[src/rtl/ysyx_041461_ifu_pcgen.sv]
// rtl/ysyx_041461_ifu_pcgen.sv - fetch PC generator, single-outstanding imem requester, trap-bubble injector
// One output entry toward ID; redirects flush it and orphan any in-flight response via drop_q.
module ysyx_041461_ifu_pcgen #(
   parameter logic [63:0] RESET_PC         = 64'h8000_0000,
   parameter logic [1:0]  CTRL_NOP         = 2'b00,
   parameter logic [1:0]  CTRL_MTVEC       = 2'b01,
   parameter logic [1:0]  CTRL_MEPC        = 2'b10,
   parameter logic [3:0]  TRAP_NOP         = 4'd0,
   parameter logic [3:0]  TRAP_IF_MISALIGN = 4'd1,
   parameter logic [3:0]  TRAP_TIMER_INT   = 4'd8
) (
   input  logic        clk,
   input  logic        rst,
   input  logic [1:0]  wb_ctrl,
   input  logic [63:0] wb_mtvec,
   input  logic [63:0] wb_mepc,
   input  logic [63:0] wb_mstatus,
   input  logic [63:0] wb_mie,
   input  logic [63:0] wb_mip,
   output logic        if_ready,
   input  logic        exe_redir_valid,
   input  logic [63:0] exe_redir_pc,
   output logic        imem_req_valid,
   output logic [63:0] imem_req_addr,
   input  logic        imem_req_ready,
   input  logic        imem_rsp_valid,
   input  logic [31:0] imem_rsp_data,
   output logic        id_valid,
   output logic [31:0] id_inst,
   output logic [63:0] id_pc,
   output logic [3:0]  id_trap,
   input  logic        id_ready
);

   localparam logic [31:0] NOP_INST = 32'h0000_0013;

   typedef enum logic [1:0] {ST_REQ, ST_WAIT, ST_HOLD} state_e;

   state_e      state_q, state_d;
   logic [63:0] pc_q, pc_d;
   logic        drop_q, drop_d;
   logic        int_pend_q, int_pend_d;
   logic        id_valid_q, id_valid_d;
   logic [31:0] id_inst_q, id_inst_d;
   logic [63:0] id_pc_q, id_pc_d;
   logic [3:0]  id_trap_q, id_trap_d;

   logic        wb_any, wb_redir, exe_redir, redir;
   logic        irq, misalign, slot_free, can_issue;
   logic [63:0] redir_pc;
   logic        unused_bits;

   assign if_ready  = ~((state_q == ST_WAIT) & drop_q);
   // A held writeback trap (if_ready low) also masks any EXE redirect behind it.
   assign wb_any    = (wb_ctrl != CTRL_NOP) & if_ready;
   assign wb_redir  = ((wb_ctrl == CTRL_MTVEC) | (wb_ctrl == CTRL_MEPC)) & if_ready;
   assign exe_redir = exe_redir_valid & (wb_ctrl == CTRL_NOP);
   assign redir     = wb_redir | exe_redir;
   assign redir_pc  = (wb_ctrl == CTRL_MTVEC) ? {wb_mtvec[63:2], 2'b00} :
                      (wb_ctrl == CTRL_MEPC)  ? wb_mepc : exe_redir_pc;

   assign irq       = wb_mstatus[3] & wb_mie[7] & wb_mip[7] & ~int_pend_q;
   assign misalign  = (pc_q[1:0] != 2'b00);
   assign slot_free = ~id_valid_q | id_ready;
   assign can_issue = (state_q == ST_REQ) & slot_free & ~int_pend_q & ~redir;

   assign imem_req_valid = can_issue & ~irq & ~misalign & ~rst;
   assign imem_req_addr  = pc_q;

   assign id_valid = id_valid_q;
   assign id_inst  = id_inst_q;
   assign id_pc    = id_pc_q;
   assign id_trap  = id_trap_q;

   assign unused_bits = ^{wb_mstatus[63:4], wb_mstatus[2:0], wb_mie[63:8], wb_mie[6:0],
                          wb_mip[63:8], wb_mip[6:0], wb_mtvec[1:0]};

   always_comb begin
      state_d    = state_q;
      pc_d       = pc_q;
      drop_d     = drop_q;
      int_pend_d = int_pend_q;
      id_valid_d = id_valid_q & ~id_ready;
      id_inst_d  = id_inst_q;
      id_pc_d    = id_pc_q;
      id_trap_d  = id_trap_q;

      case (state_q)
         ST_REQ: begin
            if (can_issue & (irq | misalign)) begin
               id_valid_d = 1'b1;
               id_inst_d  = NOP_INST;
               id_pc_d    = pc_q;
               id_trap_d  = irq ? TRAP_TIMER_INT : TRAP_IF_MISALIGN;
               int_pend_d = 1'b1;
            end else if (imem_req_valid & imem_req_ready) begin
               state_d = ST_WAIT;
            end
         end
         ST_WAIT: begin
            if (imem_rsp_valid) begin
               if (drop_q | redir) begin
                  drop_d  = 1'b0;
                  state_d = ST_REQ;
               end else begin
                  id_valid_d = 1'b1;
                  id_inst_d  = imem_rsp_data;
                  id_pc_d    = pc_q;
                  id_trap_d  = TRAP_NOP;
                  pc_d       = pc_q + 64'd4;
                  state_d    = ST_HOLD;
               end
            end else if (redir) begin
               drop_d = 1'b1;
            end
         end
         ST_HOLD: begin
            if (id_ready | redir) begin
               state_d = ST_REQ;
            end
         end
         default: state_d = ST_REQ;
      endcase

      if (redir) begin
         pc_d       = redir_pc;
         id_valid_d = 1'b0;
      end
      if (wb_any) begin
         int_pend_d = 1'b0;
      end
   end

   always_ff @(posedge clk or posedge rst) begin
      if (rst) begin
         state_q    <= ST_REQ;
         pc_q       <= RESET_PC;
         drop_q     <= 1'b0;
         int_pend_q <= 1'b0;
         id_valid_q <= 1'b0;
         id_inst_q  <= 32'h0;
         id_pc_q    <= 64'h0;
         id_trap_q  <= TRAP_NOP;
      end else begin
         state_q    <= state_d;
         pc_q       <= pc_d;
         drop_q     <= drop_d;
         int_pend_q <= int_pend_d;
         id_valid_q <= id_valid_d;
         id_inst_q  <= id_inst_d;
         id_pc_q    <= id_pc_d;
         id_trap_q  <= id_trap_d;
      end
   end

endmodule

[config.mk]
export PLATFORM = sky130hd
export DESIGN_NAME = ysyx_041461_ifu_pcgen
export DESIGN_NICKNAME = d
export VERILOG_FILES = /design/src/rtl/ysyx_041461_ifu_pcgen.sv
export SDC_FILE = /design/constraint.sdc
export NUM_CORES = 1
export LEC_CHECK = 0
export CORE_AREA = 2 2 229 231
export CTS_BUF_LIST = sky130_fd_sc_hd__clkbuf_16
export CTS_CLUSTER_DIAMETER = 60
export CTS_CLUSTER_SIZE = 14
export DETAILED_ROUTE_END_ITERATION = 7
export DIE_AREA = 0 0 231 233
export PLACE_DENSITY = 0.53
export SETUP_SLACK_MARGIN = 0.4
export SYNTH_ARGS = -nofsm -noshare
export SYNTH_HDL_FRONTEND = slang
export SYNTH_SLANG_ARGS = --single-unit
[constraint.sdc]
create_clock -name clk -period 5.5 [get_ports clk]
set_input_delay 1.1 -clock clk [delete_from_list [all_inputs] [get_ports clk]]
set_output_delay 1.1 -clock clk [all_outputs]
set_load 0.1 [all_outputs]
### Word-level counts from Yosys, hierarchy flattened

Index checks and enable logic that the tools add are counted.

* multiplexer cells: 36
* reduce and logical (&&, ||, !) cells: 14
* eq/ne operators: 12
* add/sub/neg operators: 1
* bitwise gates (word level): 30

Operators with widths (number)
* 64-bit two-way mux: 9
* 64-bit one-hot mux with 2 select lines: 1
* 32-bit two-way mux: 3
* 64-bit by 3-bit adder with 64-bit output, second input constant: 1
* 32-bit one-hot mux with 2 select lines: 1
* 1-bit bitwise AND: 16
* 4-bit two-way mux: 4
* 2-bit nonzero test: 7
* 1-bit two-way mux: 10
* 2-bit two-way mux: 5
* 2-bit inequality test, second input constant: 5
* 1-bit inverter: 8
* 4-bit one-hot mux with 2 select lines: 1
* 4-bit AND reduction: 2
* 2-bit by 1-bit inequality test with 1-bit output, second input constant: 3
* 1-bit bitwise OR: 6
* 2-bit one-hot mux with 3 select lines: 1
* 3-bit AND reduction: 2
* 2-bit by 1-bit equality test with 1-bit output, second input constant: 2
* 2-bit equality test, second input constant: 2
* 2-bit zero test: 2
* 1-bit one-hot mux with 2 select lines: 1
* 2-bit AND reduction: 1

* input bits: 424
* flip-flop bits (word level): 169
* output and inout port bits: 167
* logic and storage cells: 101

### Longest topological paths before layout

Gate-level depths: netlist (run 1).

* word-level depth: 14
* mapped depth: 9
* depth with buffers taken out: 7

### Least setup slack after synthesis (run 1)

Ideal clock, no wire load.

* path type: in2out
* start point: input port wb_ctrl[0]
* end point: output port imem_req_valid
* required time: 4400 ps
* path buffers: 0
* slack: 560 ps
* arrival time: 3840 ps
* cell stages on the path: 5
* cell sequence: inv_1 > ha_1 > a22oi_1 > nand2_1 > nor3_1

* word-level cells in the longest chain between the ends: 9
* elaborated cells on any way between the ends: 12
* those cells by class: eq/ne: 2; bitwise: 9; reduce/logical: 1

RTL lines
* from (decl): line 14 `input logic [1:0] wb_ctrl,`
* 2-bit by 1-bit equality test with 1-bit output or 2-bit equality test (tied branches): line 56 `assign wb_redir = ((wb_ctrl == CTRL_MTVEC) | (wb_ctrl == CTRL_MEPC)) & if_ready;`
* 1-bit bitwise OR: line 56
* 1-bit bitwise AND: line 56
* 1-bit bitwise OR (*): line 58 `assign redir = wb_redir | exe_redir;`
* 1-bit inverter (*): line 65 `assign can_issue = (state_q == ST_REQ) & slot_free & ~int_pend_q & ~redir;`
* 1-bit bitwise AND (*): line 65
* 1-bit bitwise AND (*) (3 in a row): line 67 `assign imem_req_valid = can_issue & ~irq & ~misalign & ~rst;`
* to (decl): line 23 `output logic imem_req_valid,`

Every way passes the cells marked *; elsewhere a longest branch is shown, timed or not.

### Worst setup path after layout (run 1)

* start point: input port id_ready
* end point: output port imem_req_valid

* word-level cells in the longest chain between the ends: 7

RTL lines
* from (decl): line 32 `input logic id_ready`
* 1-bit bitwise OR: line 64 `assign slot_free = ~id_valid_q | id_ready;`
* 1-bit bitwise AND (3 in a row): line 65
* 1-bit bitwise AND (3 in a row): line 67

No other way between the ends.

==> flow_summary.yaml, run 1 <==
cells_and_area:
  layout-drive-gt1-share_pct: 10.5
  mostFrequentLayoutCells: "clkdlybuf4s50_1 (396), dfrtp_1 (166), nor2_1 (86), a21oi_1 (70), mux2i_1 (64)"
  nets: 1615
  seq_area_um2: 4180
  area_growth_pct: 60.5
  fillerInstances: 5382
  layout_commonest_cell: "clkdlybuf4s50_1"
  multi_input_area_um2: 4310
placement:
  port_buffers: 397
  place_ws_ns: 1.17
  gp_congestion: 0.766
  dp_hpwl_um: 27800
clock_network:
  ctsLongestPathBuffers: 2
  cts.repair_timing.setup_buffer_count: 0
  htreeDepth: 4
  cts_tree: "built"
  hold_buffers: 0
  path_clk_slew_ns: 0.07
  insertion_delay_ns: 0.49
  cts_sinks: 167
  cts-buffers-inserted: 17
  cts_resized: 0
  cts_root_buffer: "clkbuf_16"
sta:
  setup_tns_ns: 0
  finalHoldViolCount: 0
  fin_ws_ns: 1.17
  worstMarginPinSlew_ns: 1.27
  period_share_pct: 78.8
  rsz0062_at_grt: "no"
  setup_viol: 0
  min_period_ns: 4.33
  max_freq_mhz: 231
  slew_headroom_pct: 15.1
  maxSlewViolCount: 0
  fin_skew_ns: 0.00855
drt:
  via_per_inst: 4.17
  num_vias: 7857
  first_pass_iters: 4
  ant_nets: 0
  routedWlPerCell_um: 19.1
  drc_errors: 0
  drtIter0Drc: 415
  wl_um: 36000
synth:
  synth_edf_count: 0
  synth_area_um2: 8770
  synth-seq-area-share_pct: 47.7
  synth-async-reset-ratio_pct: 100
  ys_seq_elements: 167
  syn_avg_cell_area_um2: 10.7
  synthCells: 820
  yosys_warnings: 0
  synth_ff_type: "dfrtp_1"
  synthDistinctLibCells: 51
global_routing:
  grt_max_degree: 88
  grt_overflow: 0
  antenna_found_initial: 11
  grtUsageTotal_pct: 13.5
  grt_pass1_vias: 7969
  grt_pass1_wl_um: 52500
min_path:
  holdPathEnd: "id_pc[27]$_DFFE_PP0P_"
  min_path_type: "reg -> reg"
  holdPathStages: 2
  hold_start: "id_pc[27]$_DFFE_PP0P_"
critical_path:
  slowest_stage: "clkdlybuf4s50_1"
  r2r_slack_ns: 2.71
  critPathKind: "in -> out"
  timing.rr.end: "imem_req_addr[53]$_DFFE_PP0P_"
  timing.rr.start: "state_q[1]$_DFFE_PP0P_"
  slowest_delay_ns: 0.51
  end_kind: "primary output"
  cp.arrival_ns: 3.23
  cp_max_fo: 3
  crit_required_ns: 4.40
  rr_worst_depth: 7
  crit_path_start_kind: "input pin"
  cp_cell_sequence: "clkdlybuf4s50_1 > nand2b_1 > nor4b_1 > nand2_1 > nor3_1 > buf_4"
floorplanning:
  die_h_um: 233
  start_util_pct: 17.2
  die_w_um: 231
  ios: 591
  rows: 83
  core_um2: 51100
  die-area_um2: 53800
outcome:
  status: "complete, no violations"
power:
  p_leak_nw: 5.37
  power_density_nw_per_um2: 547
  max-vdd-ir-drop_mv: 0.293
job:
  maxCapViolCount: 0
==> where the power goes <==
part           total [mW]  internal (mW)  switching, mW
sequential           1.91           1.59          0.320
combinational        4.53           1.17           3.37
clock                1.25          0.675          0.576
==> per-layer routing <==
layer	GRT usage, %	wire length [um]
met1	16.3	15300
met3	4.73	2960
met2	21.9	17100
met5	0	38
met4	5.28	714
==> stage by stage <==
stage	std cells	cell area, um^2	hold slack [ns]	power [mW]	utilization, %
global placement	1848	13500	0.463	6.48	26.4
floorplan	821	8780	0.494	5.24	-
detailed placement	1848	13500	0.476	6.51	26.4
global route	1880	14100	0.511	8.00	27.5
finish	1886	14100	0.485	7.70	27.5
CTS	1880	14100	0.493	7.80	27.5
==> cell usage after synthesis (2+ instances only) <==
| library cell | number | area share [%] |
|---|---|---|
| and3_1 | 14 | 1.0 |
| clkbuf_1 | 40 | 1.7 |
| mux2i_1 | 64 | 7.3 |
| nor4b_2 | 2 | 0.34 |
| nor2_1 | 87 | 3.7 |
| mux2_2 | 44 | 5.6 |
| o31ai_1 | 2 | 0.17 |
| nand2_1 | 37 | 1.6 |
| mux2_4 | 15 | 2.6 |
| buf_2 | 8 | 0.46 |
| a21oi_1 | 70 | 4.0 |
| nand3_1 | 15 | 0.86 |
| nor4_2 | 2 | 0.29 |
| nor4_1 | 3 | 0.21 |
| xnor2_1 | 38 | 3.8 |
| o21ai_0 | 8 | 0.46 |
| a211oi_1 | 60 | 5.1 |
| ha_1 | 4 | 0.57 |
| dfrtp_1 | 166 | 47 |
| nand4_2 | 3 | 0.43 |
| nand3_2 | 2 | 0.23 |
| buf_6 | 4 | 0.51 |
| a22o_1 | 30 | 3.0 |
| nand2b_1 | 2 | 0.14 |
| xor2_1 | 22 | 2.2 |
| buf_1 | 3 | 0.13 |
| inv_1 | 11 | 0.47 |
| nor3_1 | 15 | 0.86 |
| or3_1 | 3 | 0.21 |
| and4_1 | 7 | 0.70 |
| nor4_4 | 2 | 0.49 |
| buf_4 | 4 | 0.34 |
| nand4_1 | 15 | 1.1 |
==> worst max-delay path, delay by kind of cell <==
family,cells,cell delay [ns]
and+or+nand+nor,4,1.22
buffers and inverters,2,0.91
==> area by class of cell <==
type | instances | share of cell area (%)
antenna | 6 | 0.107
clock buffer | 17 | 3.02
clock inverter | 15 | 1.19
inverter | 11 | 0.320
multi-input combinational | 584 | 30.6
sequential | 167 | 29.7
tap | 680 | 6.05
timing repair buffer | 406 | 29.0
==> logic make-up (layout without fill, tap and decap cells) <==
logic type	count (synthesis)	count (layout)	synth area share, %
AOI/OAI and AO/OA	175	175	13.3
xor gates and xnor gates	60	60	5.99
adders and majority gates	4	4	0.571
buffers and inverters	70	449	3.62
DFF	167	167	47.7
muxes	123	123	15.5
other	1	8	0.0428
and+or+nand+nor	220	220	13.3
==> worst max-delay path by stage <==
stage	end	from	slack (ns)
after global placement	imem_req_valid	id_ready	1.16
after global routing	imem_req_valid	id_ready	1.02
final	imem_req_valid	id_ready	1.17
after CTS	imem_req_valid	id_ready	1.16
after floorplan	imem_req_valid	wb_ctrl[0]	0.56
after detailed placement	imem_req_valid	id_ready	1.17
==> state kept, by name, indices dropped and copies added, names as in the netlist <==
name and flops:
drop_q 1, state_q 2, id_inst 32, id_pc 64, id_valid 1, id_trap 2, imem_req_addr 64, int_pend_q 1
Power figures use the tool's default switching activity.
==> run 2: changes to the inputs <==
Settings changed: CORE_AREA 2 2 229 231 to 2 2 233 235, DIE_AREA 0 0 231 233 to 0 0 235 237, PLACE_DENSITY 0.53 to 0.5.
Clock period 5.5 ns to 4 ns, I/O delays scaled along.
==> flow_summary.yaml, run 2 (synthesized netlist as in run 1, its figures left out) <==
placement:
  place_ws_ns: 0.465
  port_buffers: 397
  gp_congestion: 0.757
  dp_hpwl_um: 27100
  place_inst: 1868
  place_area_um2: 13600
outcome:
  status: "complete, no violations"
critical_path:
  cp_cell_sequence: "clkdlybuf4s50_1 > inv_1 > ha_1 > a22oi_2 > nand2_1 > nor3_2 > buf_12"
  slowest_stage: "clkdlybuf4s50_1"
  slowest_delay_ns: 0.53
  cp.arrival_ns: 2.64
  crit_required_ns: 3.20
  cp_max_fo: 2
  crit_path_start_kind: "input pin"
  critPathKind: "in -> out"
  end_kind: "primary output"
clock_network:
  hold_buffers: 0
  path_clk_slew_ns: 0.07
  cts_sinks: 167
  ctsLongestPathBuffers: 2
  cts_tree: "built"
  cts_root_buffer: "clkbuf_16"
  insertion_delay_ns: 0.50
  cts.repair_timing.setup_buffer_count: 0
  cts_resized: 0
  cts-buffers-inserted: 17
  htreeDepth: 4
floorplanning:
  die_w_um: 235
  rows: 85
  ios: 591
  start_util_pct: 16.5
  die_h_um: 237
  core_um2: 53300
  die-area_um2: 55700
sta:
  fin_ws_ns: 0.556
  max_freq_mhz: 290
  maxSlewViolCount: 0
  rsz0062_at_grt: "no"
  setup_tns_ns: 0
  min_period_ns: 3.44
  setup_viol: 0
  slew_headroom_pct: 27.5
  worstMarginPinSlew_ns: 1.08
  finalHoldWorstSlack_ns: 0.479
  finalHoldViolCount: 0
  period_share_pct: 86.1
  fin_skew_ns: 0.0349
drt:
  drc_errors: 0
  drtIter0Drc: 276
  num_vias: 7754
  wl_um: 35400
  via_per_inst: 4.07
  ant_nets: 0
  routedWlPerCell_um: 18.6
  first_pass_iters: 4
cells_and_area:
  mostFrequentLayoutCells: "clkdlybuf4s50_1 (394), dfrtp_1 (166), nor2_1 (86), a21oi_1 (70), mux2i_1 (64)"
  nets: 1619
  layout.cells.non_filler: 1903
  fin_area_um2: 14200
  layout_commonest_cell: "clkdlybuf4s50_1"
  area_growth_pct: 61.9
  fillerInstances: 5674
  fin_util_pct: 26.6
  layout-drive-gt1-share_pct: 10.6
global_routing:
  grt_overflow: 0
  antenna_found_initial: 6
  grt_pass1_wl_um: 53400
  grt_pass1_vias: 8109
  grtUsageTotal_pct: 12.9
  grt_max_degree: 100
power:
  power.internal_mw: 4.84
  combPwrFrac_pct: 58.8
  max-vdd-ir-drop_mv: 0.339
  p_total_mw: 10.6
  seq_power_share_pct: 24.7
  power_density_nw_per_um2: 750
  p_sw_share_pct: 54.6
  p_switching_mw: 5.81
  pwr-share-clk_pct: 16.5
  p_leak_nw: 5.45
job:
  maxCapViolCount: 0
min_path:
  min_path_type: "reg -> reg"
-- run 2: changes by cell type in the layout (fill, tap and decap cells not counted), sizes merged --
| cell | delta |
|---|---|
| buf | +6 |
| bufinv | +2 |
| clkdlybuf4s50 | -2 |
| clkinv | +2 |
| clkinvlp | -4 |
| diode | -2 |
| inv | -1 |
-- run 2: power by group through the flow --
| stage | Sequential (mW) | Clock [mW] | Combinational [mW] |
|---|---|---|---|
| final | 2.63 | 1.76 | 6.26 |
| after detailed placement | 2.66 | 0 | 6.31 |
| after global routing | 2.71 | 1.93 | 6.47 |
| after floorplan | 6.19 | 0 | 1.02 |
| after global placement | 2.64 | 0 | 6.31 |
| after CTS | 2.64 | 1.87 | 6.33 |
-- run 2: layout make-up --
| class | instances | area, um^2 | area share, % |
|---|---|---|---|
| diodes | 4 | 10.0 | 0.0705 |
| clock buffers | 17 | 425 | 3.00 |
| clock inverters | 14 | 169 | 1.19 |
| inverters | 11 | 45.0 | 0.317 |
| multi-input cells | 584 | 4320 | 30.4 |
| flip-flops and latches | 167 | 4180 | 29.4 |
| well taps | 696 | 871 | 6.13 |
| repair buffers | 410 | 4180 | 29.4 |
-- run 2: metal layers --
metal	track usage [%]	wire, um	vias up
met3	5.51	3000	28
met2	20.9	16400	288
met1	15.7	15500	3711
li1	-	-	3723
met5	0	34	-
met4	3.62	466	4
-- run 2: final timing paths --
kind                       slack [ns]                     startpoint                       endpoint  cells after the start
setup reg to reg                 1.37  imem_req_addr[31]$_DFFE_PP1P_  imem_req_addr[53]$_DFFE_PP0P_                      6
hold / removal                   0.48         id_trap[3]$_DFFE_PP0P_         id_trap[3]$_DFFE_PP0P_                      2
hold reg to reg                  0.48         id_trap[3]$_DFFE_PP0P_         id_trap[3]$_DFFE_PP0P_                      2
min in group asynchronous        0.86                            rst         state_q[0]$_DFFE_PP0P_                      3
max in group asynchronous        2.62                            rst  imem_req_addr[41]$_DFFE_PP0P_                      3
setup / recovery                 0.56                     wb_ctrl[0]                 imem_req_valid                      7
-- run 2: critical path: cells and delay by family --
| kind | cells | cell delay [ns] |
|---|---|---|
| AO/OA/AOI/OAI | 1 | 0.25 |
| AND/OR/NAND/NOR | 2 | 0.39 |
| adder cells (fa/ha/maj) | 1 | 0.34 |
| buffers and inverters | 3 | 0.85 |
==> edit: new RTL, settings of run 2 <==
Encoding of `state_e`: now one-hot (3 bits for 3 states).
--- a/src/rtl/ysyx_041461_ifu_pcgen.sv
+++ b/src/rtl/ysyx_041461_ifu_pcgen.sv
@@ -34,7 +34,7 @@
 
    localparam logic [31:0] NOP_INST = 32'h0000_0013;
 
-   typedef enum logic [1:0] {ST_REQ, ST_WAIT, ST_HOLD} state_e;
+   typedef enum logic [2:0] {ST_REQ = 3'b001, ST_WAIT = 3'b010, ST_HOLD = 3'b100} state_e;
 
    state_e      state_q, state_d;
    logic [63:0] pc_q, pc_d;
Function: no difference found for any inputs over 4 cycles, from zero or initial values and one cycle with rst high; so few cycles prove little.
==> edit against run 2 <==
  * Synthesized area grew 1.8%
  * Wire length increased by 9.7%
  * Sequential cell count up 1
  * Global-route usage is 1.1 points higher
  * Power down 5.1%
  * Critical path depth is the same
  * Worst setup slack got worse by 0.021 ns
  * Design area up 2.8%
==> edit: results (changes against run 2) <==
Outcome
  • Status: finished, final reports clean

Pwr
  • Leakage power: 5.48 nW (+0.60%)
  • Logic power comb: 5.75 mW (-8.1%)
  • Switching power: 5.46 mW (-6.1%)
  • Worst VDD drop: 0.339 mV (about the same)
  • Reg power frac: 25.2% (+0.5 points)

Finish
  • Layout cells sized above 1: 12.2% (+1.7 points)
  • Area occupied by multi-input gates: 4510 um2 (+4.3%)
  • Fraction of area in registers: 28.8% (-0.63 points)
  • Clock-cell share: 4.20% (+0.014 points)
  • Plain + repair buffers: 434 (+5.9%)
  • Register Area: 4210 um2 (+0.63%)
  • Comb_multi_in: 618 (+5.8%)
  • Inverters: 14 (+3)
  • Filler cells: 5624 (-0.88%)

Global route
  • Number of global-route vias before repair: 8765 (+8.1%)
  • Initial antenna violation count: 7 (+1)

Drt
  • WL/cell: 19.8 um (+6.2%)
  • Number of DRC markers in iteration 0: 406 (+47%)

Placement
  • DP Worst Slack: 0.421 ns (-0.0439 ns)
  • Cell Area, Placed: 13900 um2 (+2.6%)
  • DP Wirelength: 29800 um (+10%)
  • Placed cells: 1929 (+3.3%)

Timing
  • Max_slew headroom: 30.3% (+2.8 points)
  • WHS: 0.501 ns (+0.0221 ns)

Worst setup path
  • R2R Path Start: imem_req_addr[3]$_DFFE_PP0P_
  • R2R depth: 5 (-1)
  • Worst-path fanout max: 5 (+3)
  • R2R Path End: imem_req_addr[63]$_DFFE_PP0P_

Yosys
  • Avg Cell Area, Syn: 10.4 um2 (-2.9%)
  • Flops & latches, synth: 168 (+0.60%)
  • Seq/Total Area, Yosys: 47.1% (-0.53 points)
  • Synth cell count leaders: dfrtp_1 (166), nor2_1 (76), mux2_2 (68)

Hold path
  • Beginning of the worst hold path: id_inst[8]$_DFFE_PP0P_
[edit: cell count changes in the layout (fill, tap and decap cells not counted), moves of 9 or more]
cell     change
xnor2_1     -22
nand3_1      +9
nor3_1       -9
mux2_4      -15
nor4_1      +16
nand4_1     +12
or3_1       +10
a31oi_1     +17
nor2_1      -11
a21oi_1     -20
buf_4       +26
or4_1       +10
mux2_2      +24
[edit: cells by family after synthesis]
| kind of cell | Yosys count | synth area share (%) |
|---|---|---|
| and+or+nand+nor | 249 | 14.8 |
| AOI/OAI and AO/OA | 196 | 15.0 |
| DFF | 168 | 47.1 |
| muxes | 133 | 15.9 |
| buffers and inverters | 74 | 3.24 |
| xor gates and xnor gates | 34 | 3.34 |
| adders and majority gates | 4 | 0.561 |
| other | 1 | 0.0420 |
[edit: routing by layer]
layer	part of all wire, %	track usage [%]	up-vias
li1	-	-	4038
met4	1.8	3.95	6
met3	6.7	4.88	41
met1	43	17.1	4148
met2	48	23.2	284
met5	0.10	0	-
